`config.mk`:
```
export PLATFORM = sky130hd
export DESIGN_NAME = stack_ctrl
export DESIGN_NICKNAME = d
export VERILOG_FILES = /design/src/rtl/stack_ctrl.sv
export SDC_FILE = /design/constraint.sdc
export NUM_CORES = 1
export LEC_CHECK = 0
export CORE_AREA = 2 2 75 77
export CTS_BUF_LIST = sky130_fd_sc_hd__clkbuf_2
export DETAILED_ROUTE_END_ITERATION = 7
export DIE_AREA = 0 0 77 79
export MAX_ROUTING_LAYER = met4
export PLACE_DENSITY_LB_ADDON = 0.1
export SLEW_MARGIN = 0
export SYNTH_ARGS = -nofsm -noshare
export SYNTH_HDL_FRONTEND = slang
export SYNTH_SLANG_ARGS = --single-unit
```
`constraint.sdc`:
```
create_clock -name clk -period 2.48 [get_ports clk]
set_clock_uncertainty 0.2 [all_clocks]
set_input_delay 0.62 -clock clk [delete_from_list [all_inputs] [get_ports clk]]
set_output_delay 0.62 -clock clk [all_outputs]
set_load 0.01 [all_outputs]
```
`src/rtl/stack_ctrl.sv`:
```
// stack_ctrl: command front-end and sequencer for a chain of shift cells
// that together form a LIFO data stack.
//
// Requests (push / pop / replace-top) arrive over a valid/ready handshake.
// Each accepted request runs IDLE -> EXEC -> DONE: the cell strobes fire
// during EXEC and the completion pulse appears during DONE, so one request
// completes every three cycles.
//
// Ports:
//   clk, reset          system clock, synchronous active-high reset
//   op_valid/op/op_data request channel (op: 00 nop, 01 push, 10 pop, 11 replace)
//   op_ready            request accepted when op_valid && op_ready
//   tos_in              data_out of shift cell 0 (top of stack)
//   cell_data           write data to cell 0
//   push/pop            shift-down / shift-up strobes to all cells
//   data_write/data_read write / read qualifiers to all cells
//   overwrite           overwrite strobe to cell 0
//   rsp_valid/rsp_data/rsp_err  completion pulse, popped value, rejected flag
//   depth/empty/full    occupancy status
//   overflow_err/underflow_err  sticky error flags, cleared by err_clr
//
// state | meaning
// IDLE  | op_ready high, waiting for a request
// EXEC  | strobes to the cells for the latched request (one cycle)
// DONE  | rsp_valid pulse for the completed request (one cycle)

module stack_ctrl #(
    parameter int WIDTH = 16,
    parameter int DEPTH = 8,
    parameter int CW    = 4
) (
    input  logic             clk,
    input  logic             reset,
    input  logic             op_valid,
    input  logic [1:0]       op,
    input  logic [WIDTH-1:0] op_data,
    output logic             op_ready,
    input  logic [WIDTH-1:0] tos_in,
    output logic [WIDTH-1:0] cell_data,
    output logic             push,
    output logic             pop,
    output logic             data_write,
    output logic             data_read,
    output logic             overwrite,
    output logic             rsp_valid,
    output logic [WIDTH-1:0] rsp_data,
    output logic             rsp_err,
    output logic [CW-1:0]    depth,
    output logic             empty,
    output logic             full,
    output logic             overflow_err,
    output logic             underflow_err,
    input  logic             err_clr
);

    localparam logic [1:0]    OP_NOP    = 2'b00;
    localparam logic [1:0]    OP_PUSH   = 2'b01;
    localparam logic [1:0]    OP_POP    = 2'b10;
    localparam logic [CW-1:0] DEPTH_MAX = CW'(DEPTH);

    typedef enum logic [1:0] {IDLE, EXEC, DONE} state_t;

    state_t        state;
    logic [1:0]    op_q;
    logic          bad_q;
    logic [CW-1:0] depth_next;

    // Depth moves only at the end of EXEC of a legal push/pop; empty/full
    // are registered from the same next value so they never lag depth.
    always_comb begin
        depth_next = depth;
        if (state == EXEC && !bad_q) begin
            if (op_q == OP_PUSH)
                depth_next = depth + CW'(1);
            else if (op_q == OP_POP)
                depth_next = depth - CW'(1);
        end
    end

    always_ff @(posedge clk) begin
        if (reset) begin
            state         <= IDLE;
            op_ready      <= 1'b1;
            op_q          <= OP_NOP;
            bad_q         <= 1'b0;
            cell_data     <= '0;
            push          <= 1'b0;
            pop           <= 1'b0;
            data_write    <= 1'b0;
            data_read     <= 1'b0;
            overwrite     <= 1'b0;
            rsp_valid     <= 1'b0;
            rsp_data      <= '0;
            rsp_err       <= 1'b0;
            depth         <= '0;
            empty         <= 1'b1;
            full          <= 1'b0;
            overflow_err  <= 1'b0;
            underflow_err <= 1'b0;
        end else begin
            push       <= 1'b0;
            pop        <= 1'b0;
            data_write <= 1'b0;
            data_read  <= 1'b0;
            overwrite  <= 1'b0;
            rsp_valid  <= 1'b0;

            // Clear first so a flag being set below in the same cycle wins.
            if (err_clr) begin
                overflow_err  <= 1'b0;
                underflow_err <= 1'b0;
            end

            depth <= depth_next;
            empty <= (depth_next == '0);
            full  <= (depth_next == DEPTH_MAX);

            case (state)
                IDLE: begin
                    // Strobes are decided at accept so they are registered
                    // and high for exactly the EXEC cycle.
                    if (op_valid && op != OP_NOP) begin
                        op_q     <= op;
                        state    <= EXEC;
                        op_ready <= 1'b0;
                        bad_q    <= 1'b0;
                        case (op)
                            OP_PUSH: begin
                                if (full) begin
                                    bad_q <= 1'b1;
                                end else begin
                                    push       <= 1'b1;
                                    data_write <= 1'b1;
                                    cell_data  <= op_data;
                                end
                            end
                            OP_POP: begin
                                if (empty) begin
                                    bad_q <= 1'b1;
                                end else begin
                                    pop       <= 1'b1;
                                    data_read <= 1'b1;
                                end
                            end
                            default: begin
                                if (empty) begin
                                    bad_q <= 1'b1;
                                end else begin
                                    overwrite <= 1'b1;
                                    cell_data <= op_data;
                                end
                            end
                        endcase
                    end
                end
                EXEC: begin
                    state     <= DONE;
                    rsp_valid <= 1'b1;
                    rsp_err   <= bad_q;
                    if (bad_q) begin
                        if (op_q == OP_PUSH)
                            overflow_err <= 1'b1;
                        else
                            underflow_err <= 1'b1;
                    end else if (op_q == OP_POP) begin
                        // Cells shift at the end of this cycle, so tos_in
                        // still shows the value being popped.
                        rsp_data <= tos_in;
                    end
                end
                DONE: begin
                    state    <= IDLE;
                    op_ready <= 1'b1;
                    rsp_err  <= 1'b0;
                end
                default: begin
                    state    <= IDLE;
                    op_ready <= 1'b1;
                end
            endcase
        end
    end

endmodule

```
==> summary.txt <==
Placement Setup Slack: 0.156 ns
Initial antenna violation count: 0
Async SR Flop Fraction: 0%
Final worst setup slack: 0.222 ns
Gr usage total: 15.7%
CTS tree: yes
Drt via density: 4.74
Setup-failing EPs final: 0
M3 GR Usage: 4.32%
Critical path type: reg2out
Number of port buffers: 85
Status: complete, no violations
Setup crit start kind: flip-flop
Die Y: 79 µm
Slew headroom: 57.2%
Syn Std Cell Area: 2100 µm²
Die ar.: 6080 µm²
Die Wd: 77 µm
Root Buffer: clkbuf_2
Hold path cells: 2
Drt drc: 0
Worst-Skew Late Latency: 0.42 ns
Layout cells sized above 1: 5.19%
Dominant cells by area after synthesis: dfxtp_1 (49%), mux2i_1 (8.1%), nand2_1 (7.3%), a21oi_1 (5.9%), ha_1 (3.6%)
Hold Path Class: reg2reg
Syn_nets: 273
Worst-path clk slew: 0.24 ns
Area delta synth->final: 43.4%
Cell variety after synth: 40
Critical path endpoint category: output pin
Storage cell area: 1020 µm²
Worst path slowest cell: clkdlybuf4s50_1
GRT Max-Usage Layer: met2
EDFF count, synth: 0
VDD IR max: 0.216 mV
Worst slew pin tran: 0.642 ns
Global route total overflow: 0
Nets: 352
Share of the synthesized area in the top cell type: 48.5%
Commonest non-fill, non-tap cell in the layout: clkdlybuf4s50_1
Flop and latch count out of synthesis: 51
CP max stage delay: 0.57 ns
Required time of the critical path: 1.66 ns
Largest net degree at the start of global routing: 36
CTS buffer count: 5
Post-synthesis area per instance: 9.18 µm²
Worst r2r path cells: 6
Worst path arrival time: 1.44 ns
Ports: 86
Final-layout fill cell count: 543
Commonest register cell after synthesis: dfxtp_1
Most frequent cells in the layout: clkdlybuf4s50_1 (84), dfxtp_1 (49), nand2_1 (41)
Total power: 0.00145 W
Leakage Power: 1.19 nW
Max H-tree Level: 2
Max Cap Viol: 0
CP Buf/Inv Count: 1
CP max FO: 9
Total core area: 5340 µm²
GPL Wtd Cong: 0.786
Diodes inserted: 0
RSZ-0062 raised after global routing: no
CTS Buffer Depth: 2
GR Util met1: 19.0%
Via Count: 1802
Routing usage on met2: 25.8%
Rows: 27
Critical Path Stages: 1
Post-CTS setup buffers: 0
DRT Pass-1 Iters: 4
Antenna Nets Post-Route: 0
Number of DRC markers in iteration 0: 68
Setup TNS: 0 ns
Pwr dens: 482 nW/µm²
Final slew viol count: 0
Vias in the first global route: 1664
Highest Clock Rate: 443 MHz
Final HPWL DP: 3280 µm
First-pass GRT wire length: 7560 µm
Area of the multi-input gates: 957 µm²
Final Hold Vio Count: 0
Post-detailed-routing wire length: 4630 µm
Min Tclk post-route: 2.26 ns
CP Cell Sequence: clkdlybuf4s50_1
Syn. warnings: 0
Drt wl/cell: 12.2 µm
# clock sinks: 51
Post-Synthesis Cells: 229
Fin crit share: 91.0%
Initial core utilization: 39.4%
CP delay by family, top: buffers and inverters
Largest area contributor in the netlist: dfxtp_1
Register area share after synthesis: 48.5%
where the power goes:
part | switching [W] | internal [W]
logic | 0.000110 | 0.000154
clock network | 0.000245 | 0.0000597
registers | 0.0000311 | 0.000854
total | 0.000386 | 0.00107
cell families after synthesis:
| kind of cell | Yosys count | share of synthesized area [%] |
|---|---|---|
| compound gates | 38 | 10.9 |
| mux | 17 | 8.09 |
| fa+ha+maj | 6 | 3.57 |
| buf+inv | 23 | 5.95 |
| simple gates | 91 | 21.7 |
| flops | 51 | 48.5 |
| xor+xnor | 3 | 1.25 |
cells in the mapped netlist, types with 4 or more instances:
library cell / number
nand3b_1: 4
a21oi_1: 25
nor2_1: 19
buf_2: 4
nand2b_1: 6
inv_1: 6
ha_1: 6
nand2_1: 41
mux2i_1: 17
dfxtp_1: 51
buf_4: 5
clkbuf_1: 6
layer usage:
layer	share of wire (%)	routed length, µm	vias up
met2	47	2170	56
met4	1.1	53	0
li1	-	-	926
met5	0	0	-
met3	6.5	302	5
met1	45	2100	815
registers in the layout (all words and copies together), names as in the netlist, 2 cells and up:
register / count
state: 2
rsp_data: 16
op_q: 2
depth: 4
cell_data: 16
what timing repair did:
action / in CTS / in global routing
endpoints found under the setup margin: 0 / 2
gates resized for setup: 0 / 2
hold buffers: 0 / 0
endpoints found under the hold margin: 0 / 0
stage by stage:
stage          std cells  cell area (µm²)  hold WS, ns  util (%)
5_1_grt              380             3020        0.291      56.5
4_1_cts              380             3010        0.273      56.4
6_report             380             3020        0.269      56.5
2_1_floorplan        229             2100        0.276         -
3_5_place_dp         373             2980        0.247      55.8
3_3_place_gp         373             2980        0.241      55.8
worst paths after layout:
check	from	end	slack (ns)
setup / recovery	depth[1]	depth[1]	0.22
setup reg to reg	state[1]	full	0.46
hold reg to reg	rsp_data[4]	rsp_data[4]	0.27
hold / removal	rsp_data[4]	rsp_data[4]	0.27
area by class of cell:
| cell class | instances | area share (%) |
|---|---|---|
| Timing Repair Buffer | 89 | 29.5 |
| Clock inverter | 2 | 0.290 |
| Clock buffer | 5 | 0.830 |
| Tap cell | 72 | 2.99 |
| Sequential cell | 51 | 33.9 |
| Inverter | 6 | 0.747 |
| Multi-Input combinational cell | 155 | 31.7 |
No activity file was read; power rests on OpenSTA's default activity.
